==> config.mk <==
export PLATFORM = sky130hd
export DESIGN_NAME = rv32m_div_sequencer
export DESIGN_NICKNAME = d
export VERILOG_FILES = /design/src/rtl/rv32m_div_sequencer.sv
export SDC_FILE = /design/constraint.sdc
export NUM_CORES = 1
export LEC_CHECK = 0
export BUFFER_PORTS_ARGS = -buffer_cell sky130_fd_sc_hd__buf_4
export CORE_MARGIN = 3
export CORE_UTILIZATION = 28
export CTS_CLUSTER_SIZE = 28
export DETAILED_ROUTE_END_ITERATION = 7
export GPL_TIMING_DRIVEN = 0
export HOLD_SLACK_MARGIN = 0.02
export PLACE_DENSITY_LB_ADDON = 0.1
export SETUP_SLACK_MARGIN = 0.02
export SYNTH_ARGS = -nofsm -noshare
export SYNTH_HDL_FRONTEND = slang
export SYNTH_SLANG_ARGS = --single-unit
==> constraint.sdc <==
create_clock -name clk -period 5.45 [get_ports clk]
set_input_delay 1.635 -clock clk [delete_from_list [all_inputs] [get_ports clk]]
set_output_delay 1.635 -clock clk [all_outputs]
set_load 0.03 [all_outputs]
==> src/rtl/rv32m_div_sequencer.sv <==
// Iterative RV32M DIV/DIVU/REM/REMU unit: restoring radix-2 divider, one quotient bit per cycle,
// with short-latency divide-by-zero and signed-overflow results and a tagged valid/ready response.
module rv32m_div_sequencer #(
    parameter int unsigned XLEN  = 32,
    parameter int unsigned TAG_W = 6
) (
    input  logic             clk,
    input  logic             reset,
    input  logic             req_valid,
    output logic             req_ready,
    input  logic [1:0]       req_op,
    input  logic [XLEN-1:0]  req_rs1,
    input  logic [XLEN-1:0]  req_rs2,
    input  logic [TAG_W-1:0] req_tag,
    input  logic             flush,
    output logic             resp_valid,
    input  logic             resp_ready,
    output logic [XLEN-1:0]  resp_data,
    output logic [TAG_W-1:0] resp_tag,
    output logic             busy
);

    localparam int unsigned CNT_W = $clog2(XLEN);
    localparam logic [XLEN-1:0] INT_MIN = {1'b1, {(XLEN-1){1'b0}}};

    typedef enum logic [1:0] {IDLE, CALC, DONE} state_t;

    state_t             state_q, state_nx;
    logic [XLEN-1:0]    rem_q, quo_q, dvs_q;
    logic [CNT_W-1:0]   cnt_q;
    logic               is_rem_q, q_neg_q, r_neg_q;

    logic               accept_c, signed_c, div0_c, ovf_c, last_c, ge_c;
    logic [XLEN-1:0]    rs1_mag_c, rs2_mag_c, special_c;
    logic [XLEN:0]      shifted_c;
    logic [XLEN-1:0]    rem_nx_c, quo_nx_c, q_fix_c, r_fix_c, final_c;

    assign req_ready  = (state_q == IDLE) & ~reset & ~flush;
    assign resp_valid = (state_q == DONE);
    assign busy       = (state_q != IDLE);

    // Request decode: magnitudes and special-case results
    always_comb begin
        accept_c  = req_valid & req_ready;
        signed_c  = ~req_op[0];
        div0_c    = (req_rs2 == '0);
        ovf_c     = signed_c & (req_rs1 == INT_MIN) & (req_rs2 == '1);
        rs1_mag_c = (signed_c & req_rs1[XLEN-1]) ? (XLEN'(0) - req_rs1) : req_rs1;
        rs2_mag_c = (signed_c & req_rs2[XLEN-1]) ? (XLEN'(0) - req_rs2) : req_rs2;
        if (div0_c) special_c = req_op[1] ? req_rs1 : '1;
        else        special_c = req_op[1] ? '0 : INT_MIN;
    end

    // One restoring step plus sign correction of the final step's result
    always_comb begin
        shifted_c = {rem_q, quo_q[XLEN-1]};
        ge_c      = (shifted_c >= {1'b0, dvs_q});
        rem_nx_c  = ge_c ? (shifted_c[XLEN-1:0] - dvs_q) : shifted_c[XLEN-1:0];
        quo_nx_c  = {quo_q[XLEN-2:0], ge_c};
        q_fix_c   = q_neg_q ? (XLEN'(0) - quo_nx_c) : quo_nx_c;
        r_fix_c   = r_neg_q ? (XLEN'(0) - rem_nx_c) : rem_nx_c;
        final_c   = is_rem_q ? r_fix_c : q_fix_c;
        last_c    = (cnt_q == CNT_W'(XLEN-1));
    end

    always_ff @(posedge clk) begin
        if (reset) state_q <= IDLE;
        else       state_q <= state_nx;
    end

    always_comb begin
        state_nx = state_q;
        if (flush) begin
            state_nx = IDLE;
        end else begin
            case (state_q)
                IDLE:    if (accept_c) state_nx = (div0_c | ovf_c) ? DONE : CALC;
                CALC:    if (last_c) state_nx = DONE;
                DONE:    if (resp_ready) state_nx = IDLE;
                default: state_nx = IDLE;
            endcase
        end
    end

    // Operand capture, iteration and result register
    always_ff @(posedge clk) begin
        if (reset) begin
            rem_q     <= '0;
            quo_q     <= '0;
            dvs_q     <= '0;
            cnt_q     <= '0;
            is_rem_q  <= 1'b0;
            q_neg_q   <= 1'b0;
            r_neg_q   <= 1'b0;
            resp_data <= '0;
            resp_tag  <= '0;
        end else if (accept_c) begin
            resp_tag <= req_tag;
            is_rem_q <= req_op[1];
            q_neg_q  <= signed_c & (req_rs1[XLEN-1] ^ req_rs2[XLEN-1]);
            r_neg_q  <= signed_c & req_rs1[XLEN-1];
            cnt_q    <= '0;
            if (div0_c | ovf_c) begin
                resp_data <= special_c;
            end else begin
                rem_q <= '0;
                quo_q <= rs1_mag_c;
                dvs_q <= rs2_mag_c;
            end
        end else if ((state_q == CALC) && !flush) begin
            rem_q <= rem_nx_c;
            quo_q <= quo_nx_c;
            cnt_q <= cnt_q + CNT_W'(1);
            if (last_c) resp_data <= final_c;
        end
    end

endmodule
==> metrics.txt, run 1 <==
Startpoint Class register; initial antenna violation count 0; vias in the first global route 11993; grt ovf 0; power per cell area 252 mW/mm²; mean post-synth cell area 7.16 µm²; Sink Count 144; peak supply drop 232 µV; Tightest Pin Transition 0.955 ns; RSZ-0062 raised after global routing no; Main synth FF type dfxtp_1; Worst-path clk slew 0.08 ns; synth unique cells 75; Ant. Diodes 0; Die Y 207 µm; busiest grt layer met2; Placer Congestion 0.885; Worst Hold Depth 2; Routed Antenna Nets 0; PortBufs 116; Fmax achieved 0.188 GHz; Max-slew headroom 0.357; vias per cell 5.64; Post-layout nets 1841; Site Rows 73; crit share post-route 0.975; fin. max-slew vios 0; Post-synth EDFFs 0; #FFs+latches synth 144; min Tclk post-route 5.32 ns; wirelength, routed 51600 µm; Die Area 0.0430 mm²; die width 207 µm; share of layout cells above drive strength 1 0.123; via count 12766; Ports 118; starting DRC count in detailed routing 1238; Placeable Area 0.0399 mm²; final worst setup slack 0.134 ns; yosys warns 0; ys async rst share 0; placed cells 2226; later-pin clock latency in the skew report 0.46 ns; largest net degree at the start of global routing 17; met3 global-route usage 0.0397; M1 GR Usage 0.334; HPWL Detailed 40800 µm; Clock Tree Buf Depth 2; outcome complete, no violations; Layout Utilization 0.344; final-report hold violation count 0; HP Class reg2reg; DR DRC count 0; total of max-cap violations 0; Final Setup Violations 0; crit path capture type register; sequential area share after synthesis 0.254; cell count after synthesis 1585; average wire per standard cell 22.8 µm; Initial Util 0.284; Syn Nets 1702; R2R depth 18; CTS tree done; fin cells 2262; CTS buffer count 17; setup TNS 0 ns; WS Path Type reg2reg; Lkg Pwr 0.00517 µW; area grow syn2layout 21.0%; M2 GR Usage 0.353; FILL cells 4342; # H-tree levels 4; crit path max fanout 10; CP required 5.78 ns; R2R Setup Slk 0.13 ns; pre-CTS setup slack -1.73 ns; Post-Syn Area 0.0114 mm²; GRT Total Usage 0.232; Root Driver clkbuf_16; first-pass GRT wire length 76800 µm; WP data arrival 5.64 ns; 1st-pass router iterations 5; worst clock skew 0.0195 ns
[metrics by stage]
step           total power, µW  hold WS (ns)  cell area, µm²
2_1_floorplan             1710         0.432           11400
4_1_cts                   3440         0.459           13700
5_1_grt                   3610         0.475           13700
6_report                  3470         0.453           13700
3_5_place_dp              2080         0.445           12900
3_3_place_gp              2080         0.446           12900
[layer usage]
layer / share of wire / vias to the layer above
li1: - / 6050
met1: 0.47 / 6102
met2: 0.43 / 545
met3: 0.070 / 69
met4: 0.027 / 0
met5: 0 / -
[state kept, by name (all words and copies together), names as in the netlist]
signal,cells
cnt_q,5
q_neg_q,1
resp_data,32
is_rem_q,1
state_q,2
quo_q,32
dvs_q,32
r_neg_q,1
resp_tag,6
rem_q,32
[cells in the mapped netlist, drive strengths merged, types with 9 or more instances]
library cell    n  area, µm²
a211oi         73        548
a21o           10       75.1
a21oi         138        691
a22oi          13       97.6
a31oi          24        150
and2           11       68.8
buf            20       82.6
clkbuf         79        297
dfxtp         144       2880
ha             39        488
inv            51        194
mux2i          12        120
nand2         147        552
nand2b         12       75.1
nand3          25        125
nand4          27        169
nor2          241        905
nor3           42        210
nor4           15       93.8
o21a           14        105
o21ai          94        470
o31ai          28        210
o41ai          16        140
or2             9       56.3
or3            22        138
or4            20        154
xnor2          63        552
xor2           73        639
[timing repair]
item                                    4_1_cts  5_1_grt
hold buffers                                  0        0
pin swaps                                     4        8
gates resized for setup                      35       27
endpoints found under the setup margin       74       52
setup buffers                                 3        3
[worst max-delay path: stages (launching register included)]
cell       delay (ns)
dfxtp_1          0.47
ha_1             0.36
a21oi_1          0.29
o21ai_1          0.24
a21boi_1         0.32
o221ai_1         0.17
or3_1            0.38
buf_6            0.16
inv_4            0.13
clkbuf_2         0.33
clkbuf_4         0.31
buf_4            0.25
ha_2             0.31
nand3_1          0.21
nand2b_2         0.36
o41ai_2          0.38
xnor2_1          0.12
o221a_2          0.25
o2bb2ai_1        0.11
[power breakdown]
group,total (µW),leakage [µW],switching (µW),internal [µW]
logic,1070,0.00370,709,358
registers,1090,0.00117,15.6,1070
clock network,1310,0.000302,527,785
total,3470,0.00517,1250,2220
[final timing paths]
check | end | startpoint
setup / recovery | resp_data[28] | rem_q[11]
hold / removal | resp_data[11] | resp_data[11]
setup reg to reg | resp_data[28] | rem_q[11]
hold reg to reg | resp_data[11] | resp_data[11]
[cell type report]
class | instances | area [µm²] | share of cell area
multi-input cells | 1290 | 8040 | 0.586
plain buffers | 97 | 408 | 0.0297
flip-flops and latches | 144 | 2880 | 0.210
inverters | 52 | 198 | 0.0144
repair buffers | 122 | 916 | 0.0667
clock inverters | 11 | 180 | 0.0131
well taps | 525 | 657 | 0.0478
clock buffers | 21 | 450 | 0.0328
[layout by cell type, fill, tap and decap left out, types with 7 or more instances in the layout]
cell type  Yosys  routed
inv_1         50      50
xnor2_1       63      63
nand3_1       25      23
clkbuf_1      79      71
o21ai_0       94      91
mux2i_1       12      11
nand2b_1      12      11
and2_1        10      10
ha_1          39      37
nand4_1       27      27
xor2_1        73      73
a22oi_1       13      13
nor4_1        15      14
or2_2          9       9
a211oi_1      73      73
nand2_1      147     147
a21oi_1      138     137
o21a_1        14      14
nor2_1       241     240
dfxtp_1      144     143
a31oi_1       24      23
or3_1         22      22
nor3_1        42      39
o41ai_1       16      13
buf_1         19      15
or4_1         19      19
buf_4          0     123
o211ai_1       7       7
a21o_1        10      10
clkbuf_16      0      17
o31ai_1       28      26
nand3b_1       7       7
clkbuf_2       0       7
[logic make-up after synthesis]
kind of cell | count (synthesis) | share of synthesized area
buf+inv | 151 | 0.0508
fa+ha+maj | 40 | 0.0447
flops | 144 | 0.254
compound gates | 492 | 0.282
mux | 16 | 0.0155
xor+xnor | 136 | 0.105
simple gates | 606 | 0.248
No activity file was read; power rests on OpenSTA's default activity.
==> run 2, diff against run 1 <==
BUFFER_PORTS_ARGS = -buffer_cell sky130_fd_sc_hd__buf_2   (was -buffer_cell sky130_fd_sc_hd__buf_4)
SETUP_SLACK_MARGIN = 0.2   (was 0.02)
==> run 2 against run 1 <==
Against the previous run: die area unchanged; sequential power barely moved; worst setup slack improved by 0.19 ns; routed wire length rose by 0.30%; total power rose by 0.38%; critical endpoint is now resp_data[22]; largest cell class unchanged.
==> metrics.txt, run 2 (same netlist as run 1, synthesis figures left out) <==
outcome complete, no violations; CP Cell Sequence buf_2 > nor3_1 > nand3b_1 > or4_1 > or4_1 > o32ai_2 > nor2_1 > a21oi_1 > clkbuf_2 > nor2_1 > clkbuf_1 > nand2_1 > o211ai_1; Tightest Pin Transition 0.950 ns (-0.00554 ns); HPWL Detailed 40900 µm (+0.42%); CP required 5.78 ns (about the same); Clock Tree Buf Depth 2 (unchanged); via count 12669 (-0.76%); grt ovf 0 (unchanged); Routed Antenna Nets 0 (unchanged); CTS tree done; power per cell area 255 mW/mm² (+0.95%); min Tclk post-route 5.13 ns (-0.189 ns); power share of the combinational group 0.312 (+0.004); share of layout cells above drive strength 1 0.138 (+0.0147); DR DRC count 0 (unchanged); Flop pwr share 0.313 (about the same); Area after DPL 0.0126 mm² (-2.3%); Psw 1270 µW (+1.6%); slowest CP cell or4_1; worst clock skew 0.0148 ns (-0.00470 ns); commonest non-fill, non-tap cell in the layout nor2_1; WS Path Type in2reg; Ports 118 (unchanged); Lkg Pwr 0.00519 µW (+0.32%); Placer Congestion 0.911 (+3.0%); fin area 0.0137 mm² (-0.56%); FILL cells 4312 (-0.69%); average wire per standard cell 22.8 µm (-0.14%); Fmax achieved 0.195 GHz (+3.7%); vias in the first global route 12127 (+1.1%); Ant. Diodes 0 (unchanged); later-pin clock latency in the skew report 0.46 ns (about the same); multi-input logic area 0.00815 mm² (+1.3%); CTS buffer count 17 (unchanged); most frequent cells in the layout nor2_1 (240), nand2_1 (147), dfxtp_1 (142), a21oi_1 (135), buf_2 (117); clock share of power 0.375 (-0.003); Switching Fraction 0.365 (+0.00433); largest net degree at the start of global routing 17 (unchanged); Worst-path clk slew 0.06 ns (-0.02 ns); RSZ-0062 raised after global routing yes; Initial Util 0.284 (unchanged); Final Setup Violations 0 (unchanged); # H-tree levels 4 (unchanged); Max-slew headroom 0.361 (+0.00373); crit path capture type register; Placeable Area 0.0399 mm² (unchanged); first-pass GRT wire length 77300 µm (+0.73%); initial antenna violation count 0 (unchanged); Pint 2210 µW (-0.30%); fin. max-slew vios 0 (unchanged); Sink Count 144 (unchanged); wirelength, routed 51800 µm (+0.30%); peak supply drop 246 µV (+6.0%); WP data arrival 5.45 ns (-0.19 ns); die width 207 µm (unchanged); Post-layout nets 1851 (+0.54%); GRT Total Usage 0.234 (+0.00243); Die Y 207 µm (unchanged); 1st-pass router iterations 5 (unchanged); total of max-cap violations 0 (unchanged); HP Class reg2reg; Final Power 3480 µW (+0.38%); crit path max fanout 10 (unchanged); vias per cell 5.58 (-1.2%); Site Rows 73 (unchanged); register area 0.00289 mm² (+0.13%); final-report hold violation count 0 (unchanged); Die Area 0.0430 mm² (unchanged); Hold WS 0.453 ns (-0.000357 ns); area grow syn2layout 20.3%; PortBufs 116 (unchanged); crit share post-route 0.941 (-0.0347); starting DRC count in detailed routing 1001 (-19%); max incr delay on CP 0.58 ns (+0.11 ns); Root Driver clkbuf_16; Startpoint Class input pin
-- run 2: power groups by stage --
stage          logic, µW  clock network (µW)  registers [µW]
4_1_cts             1020                1330            1090
6_report            1090                1310            1090
3_5_place_dp         957                   0            1110
3_3_place_gp         956                   0            1110
2_1_floorplan        595                   0            1110
5_1_grt             1170                1370            1090
-- run 2: path summary, 6_finish.rpt --
path / start / end / slack [ns] / cells past startpoint
setup / recovery: req_rs2[2] / resp_data[22] / 0.32 / 13
hold / removal: resp_data[16] / resp_data[16] / 0.45 / 2
setup reg to reg: rem_q[0] / resp_data[28] / 0.41 / 21
hold reg to reg: resp_data[16] / resp_data[16] / 0.45 / 2
-- run 2: final cells by class --
cell class,instances,share of cell area
inverter,52,0.0145
sequential,144,0.211
buffer,99,0.0338
clock inverter,12,0.0134
timing repair buffer,130,0.0502
tap,525,0.0481
clock buffer,20,0.0320
multi-input combinational,1290,0.597
-- run 2: stage by stage --
stage | setup TNS [ns] | worst slack (ns) | utilization | instances
finish | 0 | 0.323 | 0.342 | 2272
global route | 0 | 0.188 | 0.342 | 2272
CTS | 0 | 0.201 | 0.336 | 2262
detailed placement | -94.19 | -1.88 | 0.315 | 2226
global placement | -90.15 | -1.81 | 0.315 | 2226
floorplan | 0 | 0.244 | - | 1585
-- run 2: per-layer routing --
| layer | vias to the layer above | part of all wire | global-route usage |
|---|---|---|---|
| li1 | 6075 | - | - |
| met1 | 6042 | 0.47 | 0.334 |
| met2 | 486 | 0.43 | 0.353 |
| met3 | 66 | 0.070 | 0.0487 |
| met4 | 0 | 0.028 | 0.0735 |
| met5 | - | 0 | 0 |
-- run 2: repair_timing --
action	CTS	global route
pin swaps	7	11
cloned	0	0
hold buffers	0	0
endpoints found under the setup margin	90	72
resized for setup	47	50
setup buffers	4	10
-- run 2: worst max-delay path: cells and delay by family --
family / cells / cell delay, ns
AND/OR/NAND/NOR: 7 / 2.23
AO/OA/AOI/OAI: 3 / 0.79
buffers and inverters: 3 / 0.77
